`src/rtl/add16u_err_monitor.sv`:
```
// -----------------------------------------------------------------------------
// add16u_err_monitor
//
// Streaming error-characterisation stage that sits directly behind a W-bit
// approximate adder. For every accepted sample it forms the exact sum A+B and
// the error magnitude |A+B-O|. Over a window of N samples it accumulates:
//   err_cnt     - samples with nonzero error (error-probability numerator)
//   sum_abs_err - sum of |err|               (mean-absolute-error numerator)
//   sum_sq_err  - sum of err^2               (mean-squared-error numerator)
//   wce         - worst-case |err|, with the operands that first produced it
// All accumulators saturate at all-ones and never wrap. The results are held
// once the window completes.
//
// Ports
//   clk, rst          clock (rising edge), synchronous active-high reset
//   start             pulse: latch n_samples, clear stats, open a window
//   n_samples         window length N (N==0 completes with empty stats)
//   in_valid/in_ready sample handshake; transfer = in_valid & in_ready
//   A, B, O           adder operands and approximate result (O is W+1 bits)
//   busy              window in progress (RUN or DRAIN)
//   done              level; statistics final and stable
//   sample_cnt        samples accepted in this window
//   err_cnt, sum_abs_err, sum_sq_err, wce, wce_A, wce_B  statistics
//
// Timing: a sample accepted on edge t sits in S1 after t, in S2 after t+1,
// and is folded into the statistics on edge t+2. sample_cnt counts at t.
// -----------------------------------------------------------------------------
module add16u_err_monitor #(
  parameter int W     = 16,
  parameter int CNT_W = 32,
  parameter int ACC_W = 48,
  parameter int SQ_W  = 64
) (
  input  logic             clk,
  input  logic             rst,
  input  logic             start,
  input  logic [CNT_W-1:0] n_samples,
  input  logic             in_valid,
  output logic             in_ready,
  input  logic [W-1:0]     A,
  input  logic [W-1:0]     B,
  input  logic [W:0]       O,
  output logic             busy,
  output logic             done,
  output logic [CNT_W-1:0] sample_cnt,
  output logic [CNT_W-1:0] err_cnt,
  output logic [ACC_W-1:0] sum_abs_err,
  output logic [SQ_W-1:0]  sum_sq_err,
  output logic [W:0]       wce,
  output logic [W-1:0]     wce_A,
  output logic [W-1:0]     wce_B
);

  localparam int E_W    = W + 1;      // error magnitude width
  localparam int SQP_W  = 2 * W + 2;  // width of err*err

  typedef enum logic [1:0] {
    S_IDLE,
    S_RUN,
    S_DRAIN,
    S_DONE
  } state_t;

  // ---------------------------------------------------------------- control
  state_t           state_q;
  logic [CNT_W-1:0] n_q;
  logic             in_ready_q;
  logic             busy_q;
  logic             done_q;
  logic [CNT_W-1:0] sample_cnt_q;

  // ---------------------------------------------------------------- pipeline
  logic             s1_vld_q;
  logic [E_W-1:0]   s1_err_q;
  logic [W-1:0]     s1_a_q;
  logic [W-1:0]     s1_b_q;

  logic             s2_vld_q;
  logic [E_W-1:0]   s2_err_q;
  logic [SQP_W-1:0] s2_sq_q;
  logic [W-1:0]     s2_a_q;
  logic [W-1:0]     s2_b_q;

  // ---------------------------------------------------------------- stats
  logic [CNT_W-1:0] err_cnt_q;
  logic [ACC_W-1:0] sum_abs_q;
  logic [SQ_W-1:0]  sum_sq_q;
  logic [E_W-1:0]   wce_q;
  logic [W-1:0]     wce_a_q;
  logic [W-1:0]     wce_b_q;

  // ---------------------------------------------------------------- comb
  logic             accept;
  logic             stats_clr;
  logic [E_W-1:0]   exact;
  logic [E_W-1:0]   err_in;
  logic [SQP_W-1:0] s1_err_ext;
  logic [SQP_W-1:0] sq_prod;
  logic [ACC_W:0]   abs_sum_wide;
  logic [SQ_W:0]    sq_sum_wide;
  logic [ACC_W-1:0] sum_abs_d;
  logic [SQ_W-1:0]  sum_sq_d;

  assign accept    = in_valid & in_ready_q;
  // A new window may only open from IDLE or DONE; start elsewhere is ignored.
  assign stats_clr = start & ((state_q == S_IDLE) | (state_q == S_DONE));

  always_comb begin
    exact  = {1'b0, A} + {1'b0, B};
    err_in = (exact >= O) ? (exact - O) : (O - exact);
  end

  // The square of a (W+1)-bit magnitude always fits in 2W+2 bits, so the
  // truncating multiply below is exact.
  assign s1_err_ext = {{(SQP_W - E_W){1'b0}}, s1_err_q};
  assign sq_prod    = s1_err_ext * s1_err_ext;

  // Saturating accumulators: add one bit of headroom and clamp on carry-out.
  always_comb begin
    abs_sum_wide = {1'b0, sum_abs_q} + {{(ACC_W + 1 - E_W){1'b0}}, s2_err_q};
    sq_sum_wide  = {1'b0, sum_sq_q} + {{(SQ_W + 1 - SQP_W){1'b0}}, s2_sq_q};
    sum_abs_d    = abs_sum_wide[ACC_W] ? {ACC_W{1'b1}} : abs_sum_wide[ACC_W-1:0];
    sum_sq_d     = sq_sum_wide[SQ_W]   ? {SQ_W{1'b1}}  : sq_sum_wide[SQ_W-1:0];
  end

  // ---------------------------------------------------------------- FSM
  always_ff @(posedge clk) begin
    if (rst) begin
      state_q      <= S_IDLE;
      n_q          <= '0;
      in_ready_q   <= 1'b0;
      busy_q       <= 1'b0;
      done_q       <= 1'b0;
      sample_cnt_q <= '0;
    end else begin
      case (state_q)
        S_IDLE, S_DONE: begin
          if (start) begin
            n_q          <= n_samples;
            sample_cnt_q <= '0;
            done_q       <= 1'b0;
            busy_q       <= 1'b1;
            if (n_samples == '0) begin
              // Empty window: skip RUN, the drain check completes it next edge.
              state_q    <= S_DRAIN;
              in_ready_q <= 1'b0;
            end else begin
              state_q    <= S_RUN;
              in_ready_q <= 1'b1;
            end
          end
        end

        S_RUN: begin
          if (accept) begin
            if (sample_cnt_q != {CNT_W{1'b1}}) begin
              sample_cnt_q <= sample_cnt_q + CNT_W'(1);
            end
            // This transfer is sample N: close the input on the same edge.
            if (sample_cnt_q == n_q - CNT_W'(1)) begin
              in_ready_q <= 1'b0;
              state_q    <= S_DRAIN;
            end
          end
        end

        S_DRAIN: begin
          if (!s1_vld_q && !s2_vld_q) begin
            state_q <= S_DONE;
            busy_q  <= 1'b0;
            done_q  <= 1'b1;
          end
        end

        default: state_q <= S_IDLE;
      endcase
    end
  end

  // ---------------------------------------------------------------- datapath
  always_ff @(posedge clk) begin
    if (rst) begin
      s1_vld_q  <= 1'b0;
      s1_err_q  <= '0;
      s1_a_q    <= '0;
      s1_b_q    <= '0;
      s2_vld_q  <= 1'b0;
      s2_err_q  <= '0;
      s2_sq_q   <= '0;
      s2_a_q    <= '0;
      s2_b_q    <= '0;
      err_cnt_q <= '0;
      sum_abs_q <= '0;
      sum_sq_q  <= '0;
      wce_q     <= '0;
      wce_a_q   <= '0;
      wce_b_q   <= '0;
    end else begin
      // S1: error magnitude of the transferred sample (exact sum is folded in).
      s1_vld_q <= accept;
      if (accept) begin
        s1_err_q <= err_in;
        s1_a_q   <= A;
        s1_b_q   <= B;
      end

      // S2: square the error so the accumulate edge only has adders.
      s2_vld_q <= s1_vld_q;
      if (s1_vld_q) begin
        s2_err_q <= s1_err_q;
        s2_sq_q  <= sq_prod;
        s2_a_q   <= s1_a_q;
        s2_b_q   <= s1_b_q;
      end

      // The pipeline is always empty when a window opens, so clear and
      // accumulate never collide.
      if (stats_clr) begin
        err_cnt_q <= '0;
        sum_abs_q <= '0;
        sum_sq_q  <= '0;
        wce_q     <= '0;
        wce_a_q   <= '0;
        wce_b_q   <= '0;
      end else if (s2_vld_q) begin
        if ((s2_err_q != '0) && (err_cnt_q != {CNT_W{1'b1}})) begin
          err_cnt_q <= err_cnt_q + CNT_W'(1);
        end
        sum_abs_q <= sum_abs_d;
        sum_sq_q  <= sum_sq_d;
        // Strict compare: a tie keeps the operands of the earliest sample.
        if (s2_err_q > wce_q) begin
          wce_q   <= s2_err_q;
          wce_a_q <= s2_a_q;
          wce_b_q <= s2_b_q;
        end
      end
    end
  end

  // ---------------------------------------------------------------- outputs
  assign in_ready    = in_ready_q;
  assign busy        = busy_q;
  assign done        = done_q;
  assign sample_cnt  = sample_cnt_q;
  assign err_cnt     = err_cnt_q;
  assign sum_abs_err = sum_abs_q;
  assign sum_sq_err  = sum_sq_q;
  assign wce         = wce_q;
  assign wce_A       = wce_a_q;
  assign wce_B       = wce_b_q;

endmodule

```
`config.mk`:
```
export PLATFORM = sky130hd
export DESIGN_NAME = add16u_err_monitor
export DESIGN_NICKNAME = d
export VERILOG_FILES = /design/src/rtl/add16u_err_monitor.sv
export SDC_FILE = /design/constraint.sdc
export NUM_CORES = 2
export LEC_CHECK = 0
export ABC_AREA = 1
export BUFFER_PORTS_ARGS = -buffer_cell sky130_fd_sc_hd__buf_2
export CAP_MARGIN = 20
export CORE_MARGIN = 3
export CORE_UTILIZATION = 56
export DETAILED_ROUTE_END_ITERATION = 10
export PLACE_DENSITY = 0.79
export SLEW_MARGIN = 20
export SYNTH_ARGS = -nofsm -noshare
export SYNTH_HDL_FRONTEND = slang
export SYNTH_SLANG_ARGS = --single-unit
export TNS_END_PERCENT = 30
```
`constraint.sdc`:
```
create_clock -name clk -period 5.5 [get_ports clk]
set_clock_uncertainty 0.15 [all_clocks]
set_input_delay 1.1 -clock clk [delete_from_list [all_inputs] [get_ports clk]]
set_output_delay 1.1 -clock clk [all_outputs]
set_load 0.05 [all_outputs]
```
==> impl_metrics.toml <==
[synthesis]
ys_seq_elements = 394
synth_cells = 4830
synthArstFlopShare = 0
synth_commonest_cells = "nand2_1 (922), inv_1 (818), nor2_1 (629)"
netlist_area_um2 = 32900
synth_area_per_cell_um2 = 6.81
synth_area_leader_cell = "dfxtp_1"
yosysTopAreaCellShare = 0.240
synth_warnings = 0
synth.most_common_cell = "nand2_1"
ys_seq_area_frac = 0.240
synth_ff_type = "dfxtp_1"
synthTopCellsByArea = "dfxtp_1 (24%), fa_1 (12%), nand2_1 (11%)"
synth_nets = 5341
synth-edff-count = 0
synth.distinct_cells = 55

[run_status]
status = "finished, violations left"
violations = "setup timing"

[sta]
drv_slew = 0
period_minus_slack_ns = 5.66
setup_viol = 7
hold_viol_final = 0
slew-limit-headroom = 0.296
tightestPinTransition_ns = 1.06
rsz0062_at_grt = "true"
setup-tns-final_ns = -0.411
clock.fmax_mhz = 177
fin_ws_ns = -0.163
timing.final.crit_share = 1.03

[pwr]
p_per_area_nw_per_um2 = 282
leakagePower_nw = 19.9
vdd_drop_max_mv = 0.318
power_mw = 11.0

[clock_tree]
clk_latency_ns = 0.60
htree_levels = 2
cts_made_buffers = 45
cts_tree = "built"
root_buffer = "clkbuf_16"
ctsHoldBuffers = 0
cts_sinks = 394
clkTransAtPathRegs_ns = 0.06
clockBufferDepth = 3

[flow_run]
drv_cap = 0

[routing]
wl_met2_um = 46600
drc = 0
met3_wirelength_um = 7670
first_iter_violations = 2527
wire_per_inst_um = 16.8
m1WireLength_um = 43300
vias = 33100
routed_via_density = 5.48
top_layer_used = "met4"
drt_first_pass_iters = 5
ant_nets = 0
drt-total-wl_um = 101000

[layout]
final_core_util = 0.671
area_delta_synth_final_pct = 18.2
nets = 5747
drive_gt1_frac = 0.154

[global_route]
grt_pass1_vias = 30600
antenna_found_initial = 1
grt-ovfl-total = 0
grt_max_degree = 144
grt.total_usage = 0.316
grt_pass1_wl_um = 158000

[placed_design]
dpl.hpwl_um = 77900
gp_congestion = 0.982
port_buffers = 312

[critical_path]
crit_fanout = 5
cp-start-kind = "register"
required_ns = 5.83
path_class = "reg2reg"
critPathCaptureType = "register"
worstPathArrival_ns = 6.00

[floorplanning]
die_h_um = 248
start_util = 0.568
rows = 88
ios = 313
die_area_um2 = 61700
die_w_um = 248
design.core.area_um2 = 57900

[worst_hold_path]
hold_path_class = "reg2reg"
[repair_timing]
action                                  CTS  global route
pin swaps                                45            67
endpoints found under the setup margin   21            22
gates resized for setup                  93           128
buffers inserted                          8            16
cloned                                    0             1
[metal layers]
layer | vias to the layer above | GRT usage
li1 | 16200 | -
met1 | 15500 | 0.430
met2 | 1253 | 0.528
met3 | 211 | 0.0349
met4 | 0 | 0.0993
met5 | - | 0
[cell usage in the layout, fill, tap and decap left out, types with 9 or more instances in the layout]
master     instances
o21bai_1          20
xnor2_1           55
inv_1            786
nand2_4           13
o221ai_1           9
o21ai_1           31
o211ai_1          17
nand3b_1          13
clkbuf_1          10
buf_4            202
dfxtp_4           16
buf_2            312
nor3_1           111
ha_4              20
a31oi_1           37
a21oi_1          297
nor4_1            33
fa_2              10
clkbuf_8           9
nand4_1           56
ha_1             210
dfxtp_1          377
clkbuf_16         46
nor2_1           612
fa_1             185
xor2_1           131
inv_2             40
a21oi_2           14
nand2_2           29
a21o_1            19
nand2_1          886
buf_6             10
a21boi_0           9
nor2_2            15
o21ai_0          340
nand3_1          178
[through the flow]
stage               hold WS, ns  instances  setup WS, ns  area, um2
floorplan                 0.298       4830       0.00224      33300
global placement          0.309       5928        -0.229      36400
detailed placement        0.316       5928        -0.331      36400
CTS                       0.326       6017       -0.0286      38300
global route              0.354       6036        -0.371      38900
finish                    0.328       6037        -0.163      38900
[registers in the layout, summed over array words and instances, names as in the netlist]
name / count
state_q: 2
s2_sq_q: 32
s1_b_q: 16
s2_vld_q: 1
s1_vld_q: 1
sample_cnt: 32
in_ready: 1
s1_err_q: 17
s2_err_q: 17
s1_a_q: 16
done: 1
n_q: 32
err_cnt: 32
wce_A: 16
wce: 17
wce_B: 16
busy: 1
sum_sq_err: 64
s2_a_q: 16
s2_b_q: 16
sum_abs_err: 48
[final cells by class]
cell class | instances | area, um2
repair buffers | 532 | 3360
multi-input cells | 3433 | 22000
fillers | 5122 | 19100
inverters | 830 | 3120
well taps | 765 | 957
clock buffers | 64 | 1290
diodes | 2 | 5.00
clock inverters | 17 | 230
flip-flops and latches | 394 | 7950
[cells by family after synthesis]
group	count (synthesis)	share of synthesized area
adders and majority gates	426	0.207
xor gates and xnor gates	189	0.0503
and+or+nand+nor	1986	0.251
buffers and inverters	1003	0.116
AOI/OAI and AO/OA	832	0.137
DFF	394	0.240
[critical path, cell delays in order (launching register included)]
cell and delay [ns]:
dfxtp_4 0.40, buf_6 0.15, nand2_4 0.05, fa_2 0.62, inv_2 0.05, fa_1 0.51
inv_2 0.04, fa_1 0.52, inv_2 0.04, fa_2 0.42, fa_1 0.50, inv_1 0.04
fa_1 0.49, inv_2 0.05, ha_4 0.27, a21oi_4 0.18, o21ai_2 0.10, o21bai_4 0.19
a21oi_2 0.14, nor2_1 0.05, nor2_1 0.12, xor2_1 0.22, nand2_1 0.08, o211ai_1 0.10
inv_1 0.05
[worst paths after layout]
kind / from / to / slack, ns / cells past startpoint
worst min register to register: wce[12] / wce[12] / 0.33 / 2
worst min-delay path: wce[12] / wce[12] / 0.33 / 2
worst max-delay path: s1_err_q[5] / s2_sq_q[22] / -0.16 / 24
worst max register to register: s1_err_q[5] / s2_sq_q[22] / -0.16 / 24
[where the power goes]
part	total, mW	switching [mW]	internal, mW
registers	3.45	0.321	3.13
logic	4.37	2.75	1.62
clock network	3.14	1.30	1.83
Power figures use the tool's default switching activity.
